==> config.mk <==
export PLATFORM = sky130hd
export DESIGN_NAME = led_breather_flat
export DESIGN_NICKNAME = d
export VERILOG_FILES = /design/src/rtl/led_breather_pkg.sv /design/src/rtl/led_breather_if.sv /design/src/rtl/led_breather_tick_prescaler.sv /design/src/rtl/led_breather.sv /design/src/flat_wrapper.sv
export SDC_FILE = /design/constraint.sdc
export NUM_CORES = 1
export LEC_CHECK = 0
export ABC_CLOCK_PERIOD_IN_PS = 3800
export CELL_PAD_IN_SITES_DETAIL_PLACEMENT = 1
export CELL_PAD_IN_SITES_GLOBAL_PLACEMENT = 1
export CORE_AREA = 2 2 77 79
export CTS_CLUSTER_SIZE = 8
export DETAILED_ROUTE_END_ITERATION = 8
export DIE_AREA = 0 0 79 81
export PLACE_DENSITY_LB_ADDON = 0.1
export SYNTH_ARGS = -nofsm -noshare
export SYNTH_HDL_FRONTEND = slang
export SYNTH_HIERARCHICAL = 1
export SYNTH_SLANG_ARGS = --single-unit
==> constraint.sdc <==
create_clock -name clk -period 3.8 [get_ports clk]
set_input_delay 0.57 -clock clk [delete_from_list [all_inputs] [get_ports clk]]
set_output_delay 0.57 -clock clk [all_outputs]
set_load 0.1 [all_outputs]
==> src/rtl/led_breather_pkg.sv <==
// Shared types and helpers for the breathing-LED PWM driver.
package led_breather_pkg;

  typedef enum logic [2:0] {
    IDLE      = 3'd0,
    RAMP_UP   = 3'd1,
    HOLD_HIGH = 3'd2,
    RAMP_DOWN = 3'd3,
    HOLD_LOW  = 3'd4
  } phase_t;

  // Largest value representable in a PWM counter/duty of the given width.
  function automatic int unsigned pwm_max(input int unsigned bits);
    return (32'd1 << bits) - 32'd1;
  endfunction

endpackage

==> src/rtl/led_breather_if.sv <==
// Control/status bundle between a breathing-LED driver and its controller.
interface led_breather_if #(
  parameter int PWM_BITS = 8
) ();
  import led_breather_pkg::*;

  // enable is a level: high runs the breathing cycle, low forces idle/dark.
  // There is no backpressure; period_end is a single-cycle strobe the
  // consumer samples on any cycle, with duty/phase valid in that same cycle.
  logic                enable;
  logic                pwm_out;
  logic [PWM_BITS-1:0] duty;
  phase_t              phase;
  logic                period_end;

  modport master (output enable, input pwm_out, duty, phase, period_end);
  modport slave  (input enable, output pwm_out, duty, phase, period_end);

endinterface

==> src/rtl/led_breather_tick_prescaler.sv <==
// Divides the system clock into a one-cycle tick every PRESCALE cycles.
module led_breather_tick_prescaler #(
  parameter int unsigned PRESCALE = 48
) (
  input  logic clk,
  input  logic rst_n,
  input  logic clear,
  output logic tick
);

  localparam int unsigned CW = (PRESCALE > 1) ? $clog2(PRESCALE) : 1;
  localparam logic [CW-1:0] LAST = CW'(PRESCALE - 1);

  logic [CW-1:0] pre_cnt_q, pre_cnt_d;

  always_comb begin
    pre_cnt_d = pre_cnt_q + CW'(1);
    if (clear || pre_cnt_q == LAST) pre_cnt_d = '0;
  end

  always_ff @(posedge clk or negedge rst_n) begin
    if (!rst_n) pre_cnt_q <= '0;
    else        pre_cnt_q <= pre_cnt_d;
  end

  // Gated by clear so a divide-by-one prescaler stays silent while idle.
  assign tick = !clear && (pre_cnt_q == LAST);

endmodule

==> src/rtl/led_breather.sv <==
// Breathing-LED PWM driver: duty ramps up, holds, ramps down, holds, repeat.
module led_breather
  import led_breather_pkg::*;
#(
  parameter int unsigned PRESCALE     = 48,
  parameter int unsigned PWM_BITS     = 8,
  parameter int unsigned STEP_PERIODS = 4,
  parameter int unsigned HOLD_STEPS   = 16
) (
  input logic            clk,
  input logic            rst_n,
  led_breather_if.slave  bus
);

  localparam logic [PWM_BITS-1:0] DUTY_MAX = PWM_BITS'(pwm_max(PWM_BITS));
  localparam int unsigned SW = (STEP_PERIODS > 1) ? $clog2(STEP_PERIODS) : 1;
  localparam int unsigned HW = (HOLD_STEPS > 1) ? $clog2(HOLD_STEPS) : 1;
  localparam logic [SW-1:0] STEP_LAST = SW'(STEP_PERIODS - 1);
  localparam logic [HW-1:0] HOLD_LAST = HW'(HOLD_STEPS - 1);

  phase_t              state_q, state_d;
  logic [PWM_BITS-1:0] pwm_cnt_q, pwm_cnt_d;
  logic [PWM_BITS-1:0] duty_q, duty_d;
  logic [SW-1:0]       step_cnt_q, step_cnt_d;
  logic [HW-1:0]       hold_cnt_q, hold_cnt_d;
  logic                pwm_out_q, pwm_out_d;
  logic                period_end_q, period_end_d;
  logic                clear, tick, boundary, step, running;

  // Counters sit at zero while idle so a fresh run always starts aligned.
  assign clear    = !bus.enable || (state_q == IDLE);
  assign boundary = tick && (pwm_cnt_q == DUTY_MAX);
  assign step     = boundary && (step_cnt_q == STEP_LAST);

  led_breather_tick_prescaler #(
    .PRESCALE (PRESCALE)
  ) u_tick_prescaler (
    .clk   (clk),
    .rst_n (rst_n),
    .clear (clear),
    .tick  (tick)
  );

  always_ff @(posedge clk or negedge rst_n) begin
    if (!rst_n) state_q <= IDLE;
    else        state_q <= state_d;
  end

  always_comb begin
    state_d = state_q;
    if (!bus.enable) begin
      state_d = IDLE;
    end else begin
      case (state_q)
        IDLE:      state_d = RAMP_UP;
        RAMP_UP:   if (step && duty_q == DUTY_MAX)      state_d = HOLD_HIGH;
        HOLD_HIGH: if (step && hold_cnt_q == HOLD_LAST) state_d = RAMP_DOWN;
        RAMP_DOWN: if (step && duty_q == '0)            state_d = HOLD_LOW;
        HOLD_LOW:  if (step && hold_cnt_q == HOLD_LAST) state_d = RAMP_UP;
        default:   state_d = IDLE;
      endcase
    end
  end

  always_comb begin
    running        = (state_q != IDLE);
    bus.phase      = state_q;
    bus.duty       = duty_q;
    bus.pwm_out    = pwm_out_q;
    bus.period_end = period_end_q;
  end

  // Duty only moves on a step, which is always a period boundary.
  always_comb begin
    pwm_cnt_d    = pwm_cnt_q;
    duty_d       = duty_q;
    step_cnt_d   = step_cnt_q;
    hold_cnt_d   = hold_cnt_q;
    pwm_out_d    = running && (pwm_cnt_q < duty_q);
    period_end_d = boundary;
    if (clear) begin
      pwm_cnt_d  = '0;
      duty_d     = '0;
      step_cnt_d = '0;
      hold_cnt_d = '0;
    end else begin
      if (tick)     pwm_cnt_d  = pwm_cnt_q + PWM_BITS'(1);
      if (boundary) step_cnt_d = step ? '0 : step_cnt_q + SW'(1);
      if (step) begin
        case (state_q)
          RAMP_UP: begin
            if (duty_q != DUTY_MAX) duty_d = duty_q + PWM_BITS'(1);
            else                    hold_cnt_d = '0;
          end
          HOLD_HIGH, HOLD_LOW: begin
            hold_cnt_d = (hold_cnt_q == HOLD_LAST) ? '0 : hold_cnt_q + HW'(1);
          end
          RAMP_DOWN: begin
            if (duty_q != '0) duty_d = duty_q - PWM_BITS'(1);
            else              hold_cnt_d = '0;
          end
          default: ;
        endcase
      end
    end
  end

  always_ff @(posedge clk or negedge rst_n) begin
    if (!rst_n) begin
      pwm_cnt_q    <= '0;
      duty_q       <= '0;
      step_cnt_q   <= '0;
      hold_cnt_q   <= '0;
      pwm_out_q    <= 1'b0;
      period_end_q <= 1'b0;
    end else begin
      pwm_cnt_q    <= pwm_cnt_d;
      duty_q       <= duty_d;
      step_cnt_q   <= step_cnt_d;
      hold_cnt_q   <= hold_cnt_d;
      pwm_out_q    <= pwm_out_d;
      period_end_q <= period_end_d;
    end
  end

endmodule
==> src/flat_wrapper.sv <==
// flat-port wrapper written by rule: the top's interface ports become plain ports
module led_breather_flat import led_breather_pkg::*;
#(
  parameter int unsigned PRESCALE     = 48,
  parameter int unsigned PWM_BITS     = 8,
  parameter int unsigned STEP_PERIODS = 4,
  parameter int unsigned HOLD_STEPS   = 16
)
  (clk, rst_n, bus_enable, bus_pwm_out, bus_duty, bus_phase, bus_period_end);
  led_breather_if #(.PWM_BITS(PWM_BITS)) bus_i ();
  input logic clk;
  input logic rst_n;
  input wire logic [$bits(bus_i.enable)-1:0] bus_enable;
  output wire logic [$bits(bus_i.pwm_out)-1:0] bus_pwm_out;
  output wire logic [$bits(bus_i.duty)-1:0] bus_duty;
  output wire logic [$bits(bus_i.phase)-1:0] bus_phase;
  output wire logic [$bits(bus_i.period_end)-1:0] bus_period_end;
  assign bus_i.enable = bus_enable;
  assign bus_pwm_out = bus_i.pwm_out;
  assign bus_duty = bus_i.duty;
  assign bus_phase = bus_i.phase;
  assign bus_period_end = bus_i.period_end;
  led_breather #(.PRESCALE(PRESCALE), .PWM_BITS(PWM_BITS), .STEP_PERIODS(STEP_PERIODS), .HOLD_STEPS(HOLD_STEPS)) u_core (.clk(clk), .rst_n(rst_n), .bus(bus_i));
endmodule
======== After elaboration in Yosys (flattened, before gate mapping) ========
Index checks and enable logic that the tools add are counted.
storage, ports and cells
  bits in registers ....................... 33
  output and inout port bits .............. 13
  input bits .............................. 3
cells by class
  add/sub/neg operators ................... 6
  reduce and logical (&&, ||, !) cells .... 24
  equal/unequal tests ..................... 18
  mux-type cells .......................... 23
  magnitude comparators ................... 1
operators by type and width
  operator                                                                 count
  8-bit 2-to-1 mux                                                         6
  4-bit 2-to-1 mux                                                         5
  3-bit by 2-bit inequality test with 1-bit output, second input constant  6
  8-bit by 1-bit adder with 8-bit output, second input constant            2
  8-bit equality test, second input constant                               2
  8-bit case mux with 2 select lines                                       1
  3-bit 2-to-1 mux                                                         5
  3-bit case mux with 5 select lines                                       1
  4-bit case mux with 3 select lines                                       1
  4-bit AND reduction                                                      3
  8-bit logical NOT                                                        1
  8-bit less-than comparator                                               1
  8-bit inequality test, second input constant                             1
  8-bit nonzero test                                                       1
  8-bit by 1-bit subtractor with 8-bit output, second input constant       1
  1-bit logical AND                                                        7
  6-bit by 1-bit adder with 6-bit output, second input constant            1
  3-bit by 2-bit equality test with 1-bit output, second input constant    2
  6-bit equality test, second input constant                               1
  2-bit 2-to-1 mux                                                         3
  6-bit 2-to-1 mux                                                         1
  3-bit inequality test, second input constant                             2
  2-bit nonzero test                                                       3
  3-bit nonzero test                                                       2
  other kinds (11)                                                         13

======== Depth between registers and ports, before layout ========
Gate-level depths: netlist of the first run.
  word-level depth ........................ 10
  gate-level depth with buffers ........... 12
  mapped depth without buffers ............ 10

======== Modules after synthesis ========
The synthesis of the first run kept the hierarchy.
modules (own cells, without submodules)
  module                       area each (µm²)  cells each  seq. area each (µm²)  instances
  led_breather                 1825.5           202         675.6                 1
  led_breather_tick_prescaler  274.0            25          150.1                 1

======== Worst setup path after synthesis of the first run ========
OpenSTA, ideal clock, no wires.
  kind .................................... register -> register
  start ................................... register u_core.state_q[1], in the netlist u_core/bus.phase[1]
  end ..................................... register u_core.duty_q[7], in the netlist u_core/bus.duty[7]
  arrival time ............................ 3.387 ns
  required time ........................... 3.721 ns
  stages on the path, launching flop included .. 12
  period minus slack after synthesis ...... 3.465 ns
  path slack .............................. 0.335 ns
  path through ............................ dfrtp_1 -> buf_2 -> nor2_1 -> nand2_1 -> nand2_1 -> clkbuf_1 -> nor3_1 -> and4_1 -> and3_4 -> nand4_1 -> or3_1 -> a21oi_1
on the way
  longest elaborated chain between the ends .. 8
ends and longest elaborated chain
  item                                  RTL line                           source
  from (decl)                           led_breather.sv:21                 phase_t state_q, state_d;
  from (signal assigned)                led_breather.sv:46                 else state_q <= state_d;
  3-bit logical NOT                     led_breather.sv:31                 assign clear = !bus.enable || (state_q == IDLE);
  1-bit logical OR                      led_breather.sv:31
  via u_core.clear                      led_breather.sv:28                 logic clear, tick, boundary, step, running;
  1-bit logical NOT                     led_breather_tick_prescaler.sv:27  assign tick = !clear && (pre_cnt_q == LAST);
  1-bit logical AND                     led_breather_tick_prescaler.sv:27
  via u_core.tick                       led_breather.sv:28
  1-bit logical AND                     led_breather.sv:32                 assign boundary = tick && (pwm_cnt_q == DUTY_MAX);
  1-bit logical AND                     led_breather.sv:33                 assign step = boundary && (step_cnt_q == STEP_LAST);
  2-bit nonzero test (no source line)   -
  4-bit AND reduction (no source line)  -
  to (signal assigned)                  led_breather.sv:118                duty_q <= duty_d;
  to (decl)                             led_breather.sv:23                 logic [PWM_BITS-1:0] duty_q, duty_d;
The timed path passes the listed nets, and every way through them passes these cells. The select of a mux whose other input is x is not followed.
A chain may end at the register's enable or synchronous reset.

======== Worst setup path after layout of the first run ========
  start ................................... register u_core.state_q[0], in the netlist u_core/bus.phase[0]
  end ..................................... register u_core.duty_q[7], in the netlist u_core/bus.duty[7]
on the way
  longest elaborated chain between the ends .. 8
ends and longest elaborated chain
  item                                  RTL line
  3-bit logical NOT                     led_breather.sv:31
  1-bit logical OR                      led_breather.sv:31
  1-bit logical NOT                     led_breather_tick_prescaler.sv:27
  1-bit logical AND                     led_breather_tick_prescaler.sv:27
  1-bit logical AND                     led_breather.sv:32
  1-bit logical AND                     led_breather.sv:33
  2-bit nonzero test (no source line)   -
  4-bit AND reduction (no source line)  -
Several ways; a longest one is shown, not always the timed one. The select of a mux whose other input is x is not followed.

==> flow_metrics.py, run 1 <==
metrics = {
    "clock_tree": {
        "cts_setup_buffers": 0,
        "ctsResizeCount": 0,
        "clk_latency_ns": 0.29,
        "numCtsBuffers": 5,
        "clockBufferDepth": 2,
        "cts_tree": "yes",
        "h-tree-depth": 2,
        "root_buffer": "clkbuf_8",
        "clk_pin_slew_ns": 0.08,
        "cts_sinks": 33,
        "ctsHoldBuffers": 0,
    },
    "pwr": {
        "irDropWorstVdd_mv": 0.2099,
        "power_density_nw_per_um2": 394.1,
        "p_leak_nw": 1.002,
    },
    "synth": {
        "syn-cell-area_um2": 2100,
        "yosysTopAreaCell": "dfrtp_1",
        "synth_seq_area_share_pct": 39.33,
        "yosysTopAreaCellShare_pct": 39.33,
        "yosysWarnings": 6,
        "syn_avg_cell_area_um2": 9.249,
        "yosysUniqueCellTypes": 45,
        "synth_most_common_cell": "nor2_1",
        "synth_edf_count": 0,
        "synth_fp_nets": 248,
        "synth_area_leaders": "dfrtp_1 (39%), ha_1 (10%), nor2_1 (6.3%)",
        "async_flop_share_pct": 100.0,
        "synthFlopType": "dfrtp_1",
        "syn_inst": 227,
        "synth-seq-cells": 33,
        "synth_common_cells": "nor2_1 (35), dfrtp_1 (33), ha_1 (17), nand2_1 (17)",
    },
    "finish": {
        "drive_gt1_share_pct": 8.502,
        "nNetsFinal": 267,
        "syn_to_final_growth_pct": 16.98,
        "antenna_cells": 0,
    },
    "min_path": {
        "holdPathEnd": "u_core/u_tick_prescaler/pre_cnt_q[0]",
        "hp-class": "reg2reg",
        "min_from": "u_core/u_tick_prescaler/pre_cnt_q[0]",
        "min_path_cells": 1,
    },
    "sta": {
        "finClkSkew_ns": 0.01015,
        "fin_crit_ns": 2.976,
        "maxSlewHeadroom_pct": 35.08,
        "slew_violations": 0,
        "grt_setup_unrepaired": "false",
        "hold_viol": 0,
        "timing.final.ws_setup_ns": 0.8244,
        "worst_slew_pin_slew_ns": 0.9708,
        "setup_viol": 0,
        "min_period_over_period_pct": 78.31,
        "fin_setup_tns_ns": 0,
        "max_freq_mhz": 336.1,
    },
    "floorplan": {
        "dieWidth_um": 79,
        "start_util_pct": 36.99,
        "ios": 16,
        "coreArea_um2": 5675,
        "die_y_um": 81,
        "die_area_um2": 6399,
        "rows": 28,
    },
    "setup_path": {
        "reg2reg_to": "u_core/bus.duty[7]",
        "critPathKind": "reg2reg",
        "cp-end-kind": "flop",
        "regToRegSetupSlack_ns": 0.82,
        "start_kind": "flop",
        "regToRegStartpoint": "u_core/bus.phase[0]",
        "worstPathRequired_ns": 4.02,
        "critPathMaxFanout": 11,
        "crit_arrival_ns": 3.20,
        "reg2reg_depth": 9,
    },
    "place": {
        "port_buffers": 15,
        "place_hpwl_mm": 3.364,
        "place_ws_ns": 0.7879,
        "place.gp.congestion": 0.7511,
    },
    "global_routing": {
        "grt_pass1_wl_mm": 8.155,
        "grt_use_total_pct": 16.49,
        "grt_pass1_vias": 1658,
        "grt-busiest-layer": "met2",
        "grt_use_met2_pct": 26.27,
        "grt_util_met1_pct": 22.21,
        "grt_util_met3_pct": 3.667,
        "grt_max_degree": 34,
        "antenna_found_initial": 0,
        "grt_overflow": 0,
    },
    "routing": {
        "wl_mm": 4.697,
        "avgRoutedWirePerCell_um": 14.59,
        "vias": 1664,
        "dr.pass1.iters": 4,
        "drc_errors": 0,
        "viasPerCell": 5.168,
        "drtIter0Drc": 39,
        "ant_nets": 0,
    },
    "status": {
        "status": "completed",
    },
    "job": {
        "drv_cap": 0,
    },
}
## registers in the layout, summed over array words and instances, names as in the netlist
register,cells
u_core/bus.phase,3
u_core/pwm_cnt_q,8
u_core/hold_cnt_q,4
u_core/u_tick_prescaler/pre_cnt_q,6
u_core/step_cnt_q,2
u_core/bus.period_end,1
u_core/bus.duty,8
u_core/bus.pwm_out,1
## final cells by class
cell class              count  area (um^2)
fillers                   664         3219
multi-input cells         176         1202
flip-flops and latches     33        825.8
repair buffers             18        172.7
well taps                  75        93.84
clock buffers               7        86.33
inverters                  12        45.04
clock inverters             1        30.03
## kinds of logic (layout without fill, tap and decap cells)
| family | after synthesis | after routing | share of synthesized area [%] |
|---|---|---|---|
| compound gates | 36 | 36 | 10.67 |
| xor+xnor | 18 | 18 | 7.509 |
| fa+ha+maj | 18 | 18 | 11.08 |
| buf+inv | 18 | 38 | 3.397 |
| flops | 33 | 33 | 39.33 |
| mux | 8 | 8 | 3.814 |
| simple gates | 96 | 96 | 24.20 |
## metal layers
| layer | routed length [um] | up-vias | share of wire [%] |
|---|---|---|---|
| li1 | - | 830 | - |
| met1 | 2390 | 810 | 51 |
| met2 | 2133 | 17 | 45 |
| met3 | 109 | 7 | 2.3 |
| met4 | 63 | 0 | 1.3 |
| met5 | 0 | - | 0 |
## worst max-delay path, cell delays in order, from the launching register on
cell	delay (ns)
dfrtp_1	0.54
nor2b_2	0.31
and2_1	0.42
ha_1	0.31
a21oi_1	0.20
o211ai_1	0.15
o41ai_1	0.39
xor2_1	0.13
or3_1	0.32
a21oi_1	0.14
## report_power, final
group	internal, W	leakage [nW]	switching (W)	total, W
combinational	0.0000667	0.486	0.000162	0.000229
clock	0.000214	0.0585	0.000139	0.000352
sequential	0.000362	0.458	0.0000251	0.000387
total	0.000642	1.00	0.000326	0.000968
## how the worst max path moves through the flow
| stage | to | start | cells after the start |
|---|---|---|---|
| 2_1_floorplan | u_core/bus.duty[7] | u_core/bus.phase[1] | 11 |
| 3_3_place_gp | u_core/bus.duty[4] | bus_enable | 9 |
| 3_5_place_dp | u_core/bus.duty[4] | bus_enable | 9 |
| 4_1_cts | u_core/bus.duty[7] | u_core/bus.phase[0] | 9 |
| 5_1_grt | u_core/bus.duty[7] | u_core/bus.phase[0] | 9 |
| 6_report | u_core/bus.duty[7] | u_core/bus.phase[0] | 9 |
## cells in the final DEF, fill, tap and decap left out, types with 2 or more instances in the layout
master,count
a21oi_1,10
a21oi_2,2
and2_1,2
and3_1,2
and4_1,2
buf_4,3
clkbuf_8,6
clkdlybuf4s50_1,15
dfrtp_1,33
ha_1,17
inv_1,12
mux2i_1,8
nand2_1,17
nand3_1,6
nand4_1,5
nor2_1,35
nor3_1,6
nor4_1,5
o211ai_1,2
o21ai_0,12
or2b_1,2
or3_1,3
xnor2_1,10
xor2_1,8
## through the flow
step / instances / hold WS (ns) / power, W / instance area [um^2] / util (%)
after global placement: 314 / 0.4716 / 0.0006250 / 2340 / 41.23
after global routing: 322 / 0.5045 / 0.001027 / 2456 / 43.28
after detailed placement: 314 / 0.4771 / 0.0006259 / 2340 / 41.23
final: 322 / 0.4827 / 0.0009680 / 2456 / 43.28
after floorplan: 227 / 0.2744 / 0.0005652 / 2100 / -
after CTS: 322 / 0.4876 / 0.0009860 / 2456 / 43.28
No activity file was read; power rests on OpenSTA's default activity.
==> inputs of run 2 (changes only) <==
Settings changed: ABC_CLOCK_PERIOD_IN_PS 3800 to 2400.
Clock period 3.8 ns to 2.4 ns, I/O delays scaled along.
==> run 2 against run 1 <==
Effect of this change: non-clock buffer count increased by 11; die area stayed put; clock power rose by 16%; sequential share of layout area fell by 0.65 points; global-route usage is 1.0 points higher; sequential power rose by 56%; highest routed layer unchanged; critical path type unchanged; fmax up 30%; final area grew 3.4%; count of clock-buffer cells in the layout decreased by 1; sequential cell count did not move; worst setup slack worse by 0.71 ns.
==> flow_metrics.py, run 2 (synthesis gave the netlist of run 1 again) <==
metrics = {
    "floorplan": {
        "rows": 28,
        "coreArea_um2": 5675,
        "start_util_pct": 36.99,
        "ios": 16,
        "die_y_um": 81,
        "die_area_um2": 6399,
        "dieWidth_um": 79,
    },
    "setup_path": {
        "crit_family": "compound AO/OA/AOI/OAI gates",
        "cp-end-kind": "flop",
        "cp-startpoint": "u_core/bus.phase[0]",
        "crit_arrival_ns": 2.50,
        "regToRegStartpoint": "u_core/bus.phase[0]",
        "critPathKind": "reg2reg",
        "path_cells": "nor2b_4, and2_4, ha_1, a21oi_2, o211ai_1, o41ai_2, xor2_1, or3_1, a21oi_1",
        "start_kind": "flop",
        "slowest_stage": "dfrtp_4",
        "worstPathRequired_ns": 2.61,
        "critPathMaxFanout": 5,
        "worst_path_largest_cell_delay_ns": 0.48,
        "worstPathBufferInverterCount": 0,
    },
    "sta": {
        "min_period_over_period_pct": 95.29,
        "slew_violations": 0,
        "fin_crit_ns": 2.287,
        "timing.final.ws_setup_ns": 0.1130,
        "worst_slew_pin_slew_ns": 0.4511,
        "hold_ws_ns": 0.4869,
        "finClkSkew_ns": 0.006214,
        "max_freq_mhz": 437.3,
        "maxSlewHeadroom_pct": 69.93,
        "hold_viol": 0,
        "grt_setup_unrepaired": "true",
        "setup_viol": 0,
    },
    "finish": {
        "final_core_util_pct": 44.73,
        "syn_to_final_growth_pct": 20.92,
        "mostFrequentLayoutCells": "nor2_1 (35), dfrtp_1 (30), buf_4 (27)",
        "antenna_cells": 0,
        "nNetsFinal": 278,
        "drive_gt1_share_pct": 22.48,
        "final_common_cell": "nor2_1",
    },
    "routing": {
        "drtIter0Drc": 33,
        "avgRoutedWirePerCell_um": 14.97,
        "wl_mm": 4.985,
        "drc_errors": 0,
        "dr.pass1.iters": 4,
        "vias": 1724,
        "viasPerCell": 5.177,
        "ant_nets": 0,
    },
    "clock_tree": {
        "clockBufferDepth": 2,
        "numCtsBuffers": 5,
        "ctsHoldBuffers": 0,
        "root_buffer": "clkbuf_8",
        "clk_pin_slew_ns": 0.07,
        "clk_latency_ns": 0.28,
        "cts_tree": "yes",
        "cts_sinks": 33,
        "h-tree-depth": 2,
    },
    "pwr": {
        "comb_power_share_pct": 29.9,
        "p_sw_w": 0.0005267,
        "sequentialPowerShare_pct": 41.8,
        "power_density_nw_per_um2": 569.9,
        "irDropWorstVdd_mv": 0.4066,
        "swShare_pct": 36.41,
        "power_w": 0.001447,
        "p_int_w": 0.0009200,
        "p_clk_share_pct": 28.3,
        "p_leak_nw": 1.095,
    },
    "global_routing": {
        "grt_pass1_vias": 1770,
        "grt_util_met1_pct": 22.25,
        "grt_max_degree": 34,
        "antenna_found_initial": 0,
        "grt_pass1_wl_mm": 8.638,
        "grt_use_total_pct": 17.54,
        "grt_use_met2_pct": 29.92,
        "grt_util_met3_pct": 3.667,
        "grt-busiest-layer": "met2",
        "grt_overflow": 0,
    },
    "place": {
        "place_hpwl_mm": 3.729,
        "place.gp.congestion": 0.7021,
        "port_buffers": 15,
        "place_ws_ns": -0.06696,
    },
    "status": {
        "status": "completed",
    },
    "job": {
        "drv_cap": 0,
    },
    "min_path": {
        "hp-class": "in2async",
    },
}
[run 2: cell count changes in the layout (fill, tap and decap cells not counted), sizes merged]
| cell | before | now |
|---|---|---|
| bufinv | 1 | 0 |
| buf | 3 | 27 |
| clkbuf | 7 | 6 |
| clkdlybuf4s50 | 15 | 2 |
| clkinv | 0 | 2 |
[run 2: worst register-to-register path: cells and delay by family, from the launching register on]
family / cells / cell delay (ns)
flops: 1 / 0.48
simple gates: 3 / 0.61
xor+xnor: 1 / 0.12
compound gates: 4 / 0.71
fa+ha+maj: 1 / 0.29
[run 2: path summary, 6_finish.rpt]
kind,to,slack [ns],cells after the start
setup reg to reg,u_core/bus.duty[7],0.11,9
max in group asynchronous,u_core/bus.phase[2],1.56,2
setup / recovery,u_core/bus.duty[7],0.11,9
hold / removal,u_core/bus.phase[1],0.49,2
hold reg to reg,u_core/u_tick_prescaler/pre_cnt_q[0],0.50,1
min in group clk,u_core/u_tick_prescaler/pre_cnt_q[0],0.50,1
[run 2: power by group through the flow]
stage	clock, W	combinational [W]	sequential (W)
final	0.000409	0.000433	0.000605
after global routing	0.000456	0.000477	0.000608
after CTS	0.000428	0.000434	0.000605
after detailed placement	0	0.000432	0.000616
after global placement	0	0.000428	0.000614
after floorplan	0	0.000260	0.000683
[run 2: through the flow]
step	instances	setup TNS, ns	cell area, um^2
2_1_floorplan	227	-0.7806	2176
3_3_place_gp	325	0	2437
3_5_place_dp	325	-0.1352	2437
4_1_cts	333	0	2520
5_1_grt	333	-0.02791	2539
6_report	333	0	2539
[run 2: layout make-up]
class,instances,area [um^2]
Fill cell,677,3137
Clock buffer,6,72.57
Inverter,12,45.04
Timing Repair Buffer,29,222.7
Tap cell,75,93.84
Multi-Input combinational cell,176,1257
Sequential cell,33,837.1
Clock inverter,2,10.01
[run 2: what timing repair did]
item	4_1_cts	5_1_grt
endpoints found under the setup margin	0	10
buffers inserted	0	0
resized for setup	0	6
[run 2: metal layers]
metal | routed length (um) | vias to the layer above
li1 | - | 854
met1 | 2393 | 840
met2 | 2397 | 21
met3 | 130 | 9
met4 | 64 | 0
met5 | 0 | -
